File: config.mk
export PLATFORM = sky130hd
export DESIGN_NAME = eeprom_arbiter_flat
export DESIGN_NICKNAME = d
export VERILOG_FILES = /design/src/rtl/eeprom_arbiter_if.sv /design/src/rtl/eeprom_arbiter.sv /design/src/flat_wrapper.sv
export SDC_FILE = /design/constraint.sdc
export NUM_CORES = 1
export LEC_CHECK = 0
export ABC_CLOCK_PERIOD_IN_PS = 1700
export CORE_UTILIZATION = 39
export CTS_BUF_LIST = sky130_fd_sc_hd__clkbuf_4 sky130_fd_sc_hd__clkbuf_8 sky130_fd_sc_hd__clkbuf_16
export DETAILED_ROUTE_END_ITERATION = 8
export PLACE_DENSITY = 0.79
export SYNTH_ARGS = -nofsm -noshare
export SYNTH_HDL_FRONTEND = slang
export SYNTH_SLANG_ARGS = --single-unit
File: constraint.sdc
create_clock -name CLK -period 1.7 [get_ports CLK]
set_input_delay 0.425 -clock CLK [delete_from_list [all_inputs] [get_ports CLK]]
set_output_delay 0.425 -clock CLK [all_outputs]
set_load 0.03 [all_outputs]
File: src/rtl/eeprom_arbiter_if.sv
// rtl/eeprom_arbiter_if.sv - client and engine signal bundle for eeprom_arbiter
interface eeprom_arbiter_if #(
    parameter int AW = 11,
    parameter int DW = 8
);
    logic          c0_req;
    logic          c1_req;
    logic          c0_we;
    logic          c1_we;
    logic [AW-1:0] c0_addr;
    logic [AW-1:0] c1_addr;
    logic [DW-1:0] c0_wdata;
    logic [DW-1:0] c1_wdata;
    logic          c0_gnt;
    logic          c1_gnt;
    logic          c0_done;
    logic          c1_done;
    logic          c0_err;
    logic          c1_err;
    logic [DW-1:0] rd_data;
    logic          busy;
    logic          eng_wr;
    logic          eng_rd;
    logic [AW-1:0] eng_addr;
    logic [DW-1:0] eng_wdata;
    logic [DW-1:0] eng_rdata;
    logic          eng_ack;

    // Clients and engine model drive the request side and the engine response.
    modport master (
        output c0_req, c1_req, c0_we, c1_we, c0_addr, c1_addr, c0_wdata, c1_wdata,
        output eng_rdata, eng_ack,
        input  c0_gnt, c1_gnt, c0_done, c1_done, c0_err, c1_err, rd_data, busy,
        input  eng_wr, eng_rd, eng_addr, eng_wdata
    );

    // The arbiter consumes requests and engine responses, drives everything else.
    modport slave (
        input  c0_req, c1_req, c0_we, c1_we, c0_addr, c1_addr, c0_wdata, c1_wdata,
        input  eng_rdata, eng_ack,
        output c0_gnt, c1_gnt, c0_done, c1_done, c0_err, c1_err, rd_data, busy,
        output eng_wr, eng_rd, eng_addr, eng_wdata
    );
endinterface

File: src/rtl/eeprom_arbiter.sv
// rtl/eeprom_arbiter.sv - two-client round-robin arbiter for the I2C EEPROM engine (option: EEPROM_ARB_TIMEOUT_EN)
module eeprom_arbiter #(
    parameter int AW             = 11,
    parameter int DW             = 8,
    parameter int TIMEOUT_CYCLES = 4096
) (
    input  logic           CLK,
    input  logic           RESET,
    eeprom_arbiter_if.slave bus
);

    typedef enum logic [1:0] {IDLE, ISSUE, WAIT, DONE} state_t;

    state_t        state, state_nxt;
    logic          win_q, win_nxt;      // 0 = client 0 owns the transaction
    logic          last_q, last_nxt;    // client served most recently
    logic          we_q, we_nxt;
    logic [AW-1:0] addr_q, addr_nxt;
    logic [DW-1:0] wdata_q, wdata_nxt;
    logic [DW-1:0] rd_data_q, rd_data_nxt;
    logic          gnt0_q, gnt0_nxt, gnt1_q, gnt1_nxt;
    logic          done0_q, done0_nxt, done1_q, done1_nxt;
    logic          wr_q, wr_nxt, rd_q, rd_nxt;
    logic          busy_q, busy_nxt;
    logic          pick1;

`ifdef EEPROM_ARB_TIMEOUT_EN
    localparam logic [12:0] TO_LAST = 13'(TIMEOUT_CYCLES - 1);
    logic [12:0] wait_cnt;
    logic        err0_q, err0_nxt, err1_q, err1_nxt;
`endif

    // State register.
    always_ff @(posedge CLK) begin
        if (RESET) begin
            state <= IDLE;
        end else begin
            state <= state_nxt;
        end
    end

    // Next state plus next value of every registered output; outputs are
    // computed for the state being entered so they appear in that state's cycle.
    always_comb begin
        state_nxt   = state;
        win_nxt     = win_q;
        last_nxt    = last_q;
        we_nxt      = we_q;
        addr_nxt    = addr_q;
        wdata_nxt   = wdata_q;
        rd_data_nxt = rd_data_q;
        gnt0_nxt    = 1'b0;
        gnt1_nxt    = 1'b0;
        done0_nxt   = 1'b0;
        done1_nxt   = 1'b0;
        wr_nxt      = 1'b0;
        rd_nxt      = 1'b0;
        pick1       = 1'b0;
`ifdef EEPROM_ARB_TIMEOUT_EN
        err0_nxt    = 1'b0;
        err1_nxt    = 1'b0;
`endif
        case (state)
            IDLE: begin
                if (bus.c0_req || bus.c1_req) begin
                    // Client 1 wins alone, or on a tie when client 0 was served last.
                    pick1     = bus.c1_req && (!bus.c0_req || !last_q);
                    win_nxt   = pick1;
                    we_nxt    = pick1 ? bus.c1_we    : bus.c0_we;
                    addr_nxt  = pick1 ? bus.c1_addr  : bus.c0_addr;
                    wdata_nxt = pick1 ? bus.c1_wdata : bus.c0_wdata;
                    gnt0_nxt  = !pick1;
                    gnt1_nxt  = pick1;
                    wr_nxt    = we_nxt;
                    rd_nxt    = !we_nxt;
                    state_nxt = ISSUE;
                end
            end
            ISSUE: begin
                state_nxt = WAIT;
            end
            WAIT: begin
                if (bus.eng_ack) begin
                    if (!we_q) begin
                        rd_data_nxt = bus.eng_rdata;
                    end
                    done0_nxt = !win_q;
                    done1_nxt = win_q;
                    state_nxt = DONE;
                end
`ifdef EEPROM_ARB_TIMEOUT_EN
                else if (wait_cnt == TO_LAST) begin
                    done0_nxt = !win_q;
                    done1_nxt = win_q;
                    err0_nxt  = !win_q;
                    err1_nxt  = win_q;
                    state_nxt = DONE;
                end
`endif
            end
            DONE: begin
                last_nxt  = win_q;
                state_nxt = IDLE;
            end
            default: begin
                state_nxt = IDLE;
            end
        endcase
        busy_nxt = (state_nxt != IDLE);
    end

    // Transaction fields and registered outputs.
    always_ff @(posedge CLK) begin
        if (RESET) begin
            win_q     <= 1'b0;
            last_q    <= 1'b1;
            we_q      <= 1'b0;
            addr_q    <= '0;
            wdata_q   <= '0;
            rd_data_q <= '0;
            gnt0_q    <= 1'b0;
            gnt1_q    <= 1'b0;
            done0_q   <= 1'b0;
            done1_q   <= 1'b0;
            wr_q      <= 1'b0;
            rd_q      <= 1'b0;
            busy_q    <= 1'b0;
        end else begin
            win_q     <= win_nxt;
            last_q    <= last_nxt;
            we_q      <= we_nxt;
            addr_q    <= addr_nxt;
            wdata_q   <= wdata_nxt;
            rd_data_q <= rd_data_nxt;
            gnt0_q    <= gnt0_nxt;
            gnt1_q    <= gnt1_nxt;
            done0_q   <= done0_nxt;
            done1_q   <= done1_nxt;
            wr_q      <= wr_nxt;
            rd_q      <= rd_nxt;
            busy_q    <= busy_nxt;
        end
    end

`ifdef EEPROM_ARB_TIMEOUT_EN
    // WAIT cycle counter: zeroed while issuing, counts every cycle spent in WAIT.
    always_ff @(posedge CLK) begin
        if (RESET || state == ISSUE) begin
            wait_cnt <= '0;
        end else if (state == WAIT) begin
            wait_cnt <= wait_cnt + 13'd1;
        end
    end

    // Error pulses travel alongside the done pulse.
    always_ff @(posedge CLK) begin
        if (RESET) begin
            err0_q <= 1'b0;
            err1_q <= 1'b0;
        end else begin
            err0_q <= err0_nxt;
            err1_q <= err1_nxt;
        end
    end

    assign bus.c0_err = err0_q;
    assign bus.c1_err = err1_q;
`else
    assign bus.c0_err = 1'b0;
    assign bus.c1_err = 1'b0;
`endif

    assign bus.c0_gnt    = gnt0_q;
    assign bus.c1_gnt    = gnt1_q;
    assign bus.c0_done   = done0_q;
    assign bus.c1_done   = done1_q;
    assign bus.rd_data   = rd_data_q;
    assign bus.busy      = busy_q;
    assign bus.eng_wr    = wr_q;
    assign bus.eng_rd    = rd_q;
    assign bus.eng_addr  = addr_q;
    assign bus.eng_wdata = wdata_q;

endmodule

File: src/flat_wrapper.sv
// flat-port wrapper written by rule: the top's interface ports become plain ports
module eeprom_arbiter_flat 
#(
    parameter int AW             = 11,
    parameter int DW             = 8,
    parameter int TIMEOUT_CYCLES = 4096
)
  (CLK, RESET, bus_c0_req, bus_c1_req, bus_c0_we, bus_c1_we, bus_c0_addr, bus_c1_addr, bus_c0_wdata, bus_c1_wdata, bus_eng_rdata, bus_eng_ack, bus_c0_gnt, bus_c1_gnt, bus_c0_done, bus_c1_done, bus_c0_err, bus_c1_err, bus_rd_data, bus_busy, bus_eng_wr, bus_eng_rd, bus_eng_addr, bus_eng_wdata);
  eeprom_arbiter_if #(.AW(AW), .DW(DW)) bus_i ();
  input  logic CLK;
  input  logic RESET;
  input wire logic [$bits(bus_i.c0_req)-1:0] bus_c0_req;
  input wire logic [$bits(bus_i.c1_req)-1:0] bus_c1_req;
  input wire logic [$bits(bus_i.c0_we)-1:0] bus_c0_we;
  input wire logic [$bits(bus_i.c1_we)-1:0] bus_c1_we;
  input wire logic [$bits(bus_i.c0_addr)-1:0] bus_c0_addr;
  input wire logic [$bits(bus_i.c1_addr)-1:0] bus_c1_addr;
  input wire logic [$bits(bus_i.c0_wdata)-1:0] bus_c0_wdata;
  input wire logic [$bits(bus_i.c1_wdata)-1:0] bus_c1_wdata;
  input wire logic [$bits(bus_i.eng_rdata)-1:0] bus_eng_rdata;
  input wire logic [$bits(bus_i.eng_ack)-1:0] bus_eng_ack;
  output wire logic [$bits(bus_i.c0_gnt)-1:0] bus_c0_gnt;
  output wire logic [$bits(bus_i.c1_gnt)-1:0] bus_c1_gnt;
  output wire logic [$bits(bus_i.c0_done)-1:0] bus_c0_done;
  output wire logic [$bits(bus_i.c1_done)-1:0] bus_c1_done;
  output wire logic [$bits(bus_i.c0_err)-1:0] bus_c0_err;
  output wire logic [$bits(bus_i.c1_err)-1:0] bus_c1_err;
  output wire logic [$bits(bus_i.rd_data)-1:0] bus_rd_data;
  output wire logic [$bits(bus_i.busy)-1:0] bus_busy;
  output wire logic [$bits(bus_i.eng_wr)-1:0] bus_eng_wr;
  output wire logic [$bits(bus_i.eng_rd)-1:0] bus_eng_rd;
  output wire logic [$bits(bus_i.eng_addr)-1:0] bus_eng_addr;
  output wire logic [$bits(bus_i.eng_wdata)-1:0] bus_eng_wdata;
  assign bus_i.c0_req = bus_c0_req;
  assign bus_i.c1_req = bus_c1_req;
  assign bus_i.c0_we = bus_c0_we;
  assign bus_i.c1_we = bus_c1_we;
  assign bus_i.c0_addr = bus_c0_addr;
  assign bus_i.c1_addr = bus_c1_addr;
  assign bus_i.c0_wdata = bus_c0_wdata;
  assign bus_i.c1_wdata = bus_c1_wdata;
  assign bus_i.eng_rdata = bus_eng_rdata;
  assign bus_i.eng_ack = bus_eng_ack;
  assign bus_c0_gnt = bus_i.c0_gnt;
  assign bus_c1_gnt = bus_i.c1_gnt;
  assign bus_c0_done = bus_i.c0_done;
  assign bus_c1_done = bus_i.c1_done;
  assign bus_c0_err = bus_i.c0_err;
  assign bus_c1_err = bus_i.c1_err;
  assign bus_rd_data = bus_i.rd_data;
  assign bus_busy = bus_i.busy;
  assign bus_eng_wr = bus_i.eng_wr;
  assign bus_eng_rd = bus_i.eng_rd;
  assign bus_eng_addr = bus_i.eng_addr;
  assign bus_eng_wdata = bus_i.eng_wdata;
  eeprom_arbiter #(.AW(AW), .DW(DW), .TIMEOUT_CYCLES(TIMEOUT_CYCLES)) u_core (.CLK(CLK), .RESET(RESET), .bus(bus_i));
endmodule
* Word level (Yosys, flattened, before mapping)
Cells that the tools add are included.
** Word-level totals
- Logic and storage cells :: 42
- Input port bits :: 53
- Flip-flop bits (word level) :: 39
- Output and inout port bits :: 36
** Cells by class
- Eq/ne operators :: 3
- Bitwise gates (word level) :: 5
- Reductions and logical operators :: 14
- Multiplexer cells :: 6
** Operators by type and width (number)
- 11-bit 2-to-1 mux :: 1
- 8-bit 2-to-1 mux :: 1
- 2-bit one-hot mux with 4 select lines :: 1
- 3-bit OR reduction :: 2
- 1-bit zero test :: 5
- 1-bit inverter :: 5
- 2-bit equality test, second input constant :: 2
- 2-bit 2-to-1 mux :: 2
- 3-bit AND reduction :: 1
- 2-bit by 1-bit equality test with 1-bit output, second input constant :: 1
- 2-bit zero test :: 1
- 1-bit logical OR :: 2
- 2-bit AND reduction :: 1
- 2-bit nonzero test :: 1
- 1-bit logical AND :: 1
- 1-bit 2-to-1 mux :: 1

* Logic depth before layout (Yosys ltp)
- Depth in word-level cells :: 5
- Mapped depth :: 6
- Gate-level depth less buffers :: 5

* Worst setup path before layout
Ideal clock, no wire load.
- Kind :: flip-flop to flip-flop
- From :: register u_core.state[0]
- To :: register u_core.rd_data_q[0] (netlist: u_core.bus.rd_data[0])
- Stages on the path, launching flop included :: 7
- Buffers on the path :: 1
- Library setup time :: 0.128 ns
- Arrival time :: 1.169 ns
- Period minus slack after synthesis :: 1.296 ns
- Data required time :: 1.572 ns
- Slack :: 0.404 ns
- Cell sequence :: dfxtp_1 > inv_1 > ha_1 > nand3b_1 > buf_2 > mux2i_1 > nor2_1
** Between the ends
- Cells in the longest elaborated chain, start to end :: 2
** RTL lines
- start: declaration :: RTL line eeprom_arbiter.sv:14 : state_t state, state_nxt;
- start signal: assignment :: RTL line eeprom_arbiter.sv:38 : state <= state_nxt;
- 2-bit equality test :: RTL line eeprom_arbiter.sv:63 : case (state)
- 3-bit AND reduction (no source line)
- end signal: assignment :: RTL line eeprom_arbiter.sv:134 : rd_data_q <= rd_data_nxt;
- end: declaration :: RTL line eeprom_arbiter.sv:20 : logic [DW-1:0] rd_data_q, rd_data_nxt;
No other way between the ends.
A chain may end at the register's enable or synchronous reset.

* Final worst setup path
- From :: input port bus_c1_req
- To :: register u_core.addr_q[0] (netlist: u_core.bus.eng_addr[0])
** Between the ends
- Cells in the longest elaborated chain, start to end :: 2
- Elaborated cells on any way between the ends :: 4
- Those cells by class :: mux: 1; reduce/logical: 3
** RTL lines
- start: declaration :: RTL line flat_wrapper.sv:13 : input wire logic [$bits(bus_i.c1_req)-1:0] bus_c1_req;
- 1-bit logical AND / 1-bit logical OR (equally long branches) :: RTL line eeprom_arbiter.sv:67, eeprom_arbiter.sv:65
- 11-bit 2-to-1 mux / 2-bit AND reduction (equally long branches)
- end signal: assignment :: RTL line eeprom_arbiter.sv:132 : addr_q <= addr_nxt;
- end: declaration :: RTL line eeprom_arbiter.sv:18 : logic [AW-1:0] addr_q, addr_nxt;
Several ways; a longest one is shown, not always the timed one.

==> results by group <==
Run status
  – Status: completed

Clocking
  – CTS tree: done
  – Clock tree buffer depth: 2
  – CTS clk-pin slew, worst paths: 70 ps
  – CTS Root Buffer Type: clkbuf_8
  – Clock Sinks: 39
  – Clk_lat worst skew: 300 ps
  – Htree depth: 2
  – Post-CTS Setup Inserts: 0
  – CTS Hold Bufs: 0
  – Number of CTS-inserted buffers: 5

Route
  – Antenna Nets Post-Route: 0
  – Iteration count of the initial detailed-routing pass: 2
  – Vias/cell: 4.984
  – DR vias: 1590
  – WL/cell: 13.55 um
  – DRT Wirelength: 4321 um
  – Detailed Route Iter0 Violations: 57
  – Post-route DRC violation count: 0

Floorplanning
  – Die width: 68.25 um
  – Site row count: 23
  – Core area: 4115 um^2
  – Die Y: 68.25 um
  – Starting Density: 41.59%
  – I/O pin count: 89
  – Full die area: 4658 um^2

Placed design
  – Final GP Congestion: 0.7089
  – Detailed placement HPWL: 3111 um
  – PortBufs: 86
  – Pre-CTS setup slack: -153.5 ps

Synth
  – Synth warn: 0
  – Synth Area in XOR/XNOR: 0%
  – #FFs+latches synth: 39
  – Largest cells by area after synthesis: dfxtp_1 46%, a211oi_2 13%, nor2_1 6.6%
  – Cells after Synth: 181
  – Synth Area in Adders: 2.924%
  – Netlist cell types: 29
  – FFs w/ async S/R, synth: 0%
  – Number of flops mapped to enable cells by yosys: 0
  – Synth Area in Simple Gates: 15.57%
  – Post-synth top area share: 45.61%
  – Cell taking the most area after synthesis: dfxtp_1
  – Post-synthesis mux area share: 5.263%
  – Main combinational cell family by area after synthesis: compound AO/OA/AOI/OAI gates
  – Cell area after synthesis: 1712 um^2
  – Ys flop type: dfxtp_1
  – Compound-Gate Fraction of Synth Area: 24.34%
  – Post-synthesis sequential area ratio: 45.61%
  – Synth Area per Inst: 9.457 um^2

Power and ir drop
  – Power Density: 1576 nW/um^2
  – Sw Pwr: 1709 uW
  – Sequential share of power: 30.3%
  – Logic gate share of total power: 48.3%
  – Clock network fraction of total power: 21.4%
  – Leak Pwr: 0.001273 uW
  – Sw Ratio: 39.34%
  – VDD IR max: 0.0007248 V
  – Internal power: 2636 uW
  – Pwr Total: 4345 uW

Global route
  – Initial antenna violation count: 0
  – M3 GR Usage: 8.333%
  – Met1 Track Usage GR: 22.22%
  – Gr usage total: 19.93%
  – Vias in the first global route: 1517
  – Maximum number of pins on one net before global-route repair: 30
  – GRT busiest layer: met2
  – Global-route wire length before repair: 6886 um
  – GRT overflow: 0
  – Met2 Track Usage GR: 34.44%

STA
  – Fin worst setup slack: 162.4 ps
  – Clk_skew: 5.195 ps
  – Unrepaired setup endpoints after global routing: no
  – Endpoints failing hold: 0
  – Achievable frequency: 0.6503 GHz
  – Final period util: 90.45%
  – Final max-slew violation count: 0
  – Final-report setup violation count: 0
  – Fin crit period: 1538 ps

Worst setup path
  – CP startpoint kind: input port
  – Reg2Reg Depth: 6
  – Critical path arrival: 1740 ps
  – Critical Path End Type: flop
  – WS Path Type: in2reg
  – Req. time, crit path: 1900 ps
  – Critical-path maximum fanout: 21
  – FF-to-FF setup slack: 310 ps

Finish
  – Multi-input logic area: 830.8 um^2
  – Fin nets: 325
  – Share of layout cells above drive strength 1: 15.24%
  – Area Overhead vs Synth: 61.11%
  – FF+latch area: 780.7 um^2
  – Ant diodes: 0
  – Fillers: 370

Min path
  – Worst Hold Depth: 2
  – Hold crit path type: reg2reg

Run
  – Max Cap Viol: 0
-- power groups by stage --
stage	Sequential, uW	Clock (uW)	Combinational (uW)
floorplan	1780	0	968
global placement	1340	0	2230
detailed placement	1340	0	2270
CTS	1320	955	2120
global route	1350	985	2280
finish	1310	931	2100
-- cells by family after synthesis --
kind of cell               count (synthesis)
and+or+nand+nor                           63
AOI/OAI and AO/OA                         48
muxes                                      9
other                                      1
DFF                                       39
adders and majority gates                  4
buffers and inverters                     17
-- cells in the final DEF, fill, tap and decap left out --
cell,n
nor2_1,30
buf_2,1
a21bo_2,1
nor2b_1,2
dlymetal6s2s_1,1
o21a_1,1
dlygate4sd2_1,33
o21ai_2,1
a21oi_1,18
a311oi_1,2
a21boi_2,1
clkdlybuf4s50_1,51
inv_1,2
mux2i_1,9
nand2_1,22
ha_1,4
a21oi_2,2
bufinv_16,2
nor3b_2,1
a211oi_1,2
nor3_1,5
conb_1,2
nand2b_1,1
clkbuf_4,1
clkbuf_8,5
buf_4,3
buf_12,5
dfxtp_1,39
a211o_1,1
a211oi_2,18
nand3b_1,1
o21ai_0,1
nor3b_1,1
-- timing repair --
item                       4_1_cts  5_1_grt
setup endpoints to repair       33        1
pin swaps                        0        0
gates resized for setup         33        1
-- stage by stage --
step / instances / util (%) / hold slack, ps / setup TNS (ps) / cell area, um^2
CTS: 319 / 66.95 / 497.9 / 0 / 2755
finish: 319 / 67.01 / 491.7 / 0 / 2758
global placement: 311 / 64.64 / 472.5 / -1074 / 2660
detailed placement: 311 / 64.64 / 479.8 / -1612 / 2660
global route: 319 / 67.01 / 523.8 / 0 / 2758
floorplan: 182 / - / 435.8 / 0 / 1715
-- registers in the layout, indices dropped and copies added (netlist names) --
name	cells
u_core.state	2
u_core.bus.c0_done	1
u_core.bus.c1_done	1
u_core.we_q	1
u_core.bus.c0_gnt	1
u_core.bus.eng_addr	11
u_core.bus.eng_wdata	8
u_core.bus.c1_gnt	1
u_core.win_q	1
u_core.bus.eng_wr	1
u_core.bus.busy	1
u_core.last_q	1
u_core.bus.rd_data	8
u_core.bus.eng_rd	1
-- critical path: stages --
cell and delay [ps]:
clkdlybuf4s50_1 550, a21boi_2 240, buf_12 180, a21oi_1 90, a211oi_1 250
-- synthesized netlist by cell type (2+ instances only) --
library cell and instances:
dfxtp_1 39, nor2_1 30, nand2_1 22, a211oi_2 18
a21oi_1 18, mux2i_1 9, buf_2 5, buf_4 5
nor3_1 5, ha_1 4, a211oi_1 2, a21oi_2 2
a311oi_1 2, buf_6 2, clkbuf_1 2, inv_1 2
nor2b_1 2
-- cell type report --
class / count / share of cell area, %
Clock buffer: 6 / 2.768
Clock inverter: 2 / 2.178
Inverter: 2 / 0.2722
Multi-Input combinational cell: 126 / 30.13
Sequential cell: 39 / 28.31
Tap cell: 50 / 2.269
Timing Repair Buffer: 94 / 34.07
-- per-layer routing --
| layer | vias to the layer above | routed length (um) |
|---|---|---|
| met4 | 0 | 42 |
| met3 | 5 | 355 |
| met5 | - | 0 |
| met1 | 733 | 1774 |
| li1 | 796 | - |
| met2 | 56 | 2148 |
-- path summary, 6_finish.rpt --
kind,startpoint,endpoint
max reg2reg,u_core.state[0],u_core.bus.eng_addr[0]
max,bus_c1_req,u_core.bus.eng_addr[0]
min,u_core.bus.rd_data[6],u_core.bus.rd_data[6]
min reg2reg,u_core.bus.rd_data[6],u_core.bus.rd_data[6]
Note: power is estimated with default switching activity, not from simulation.
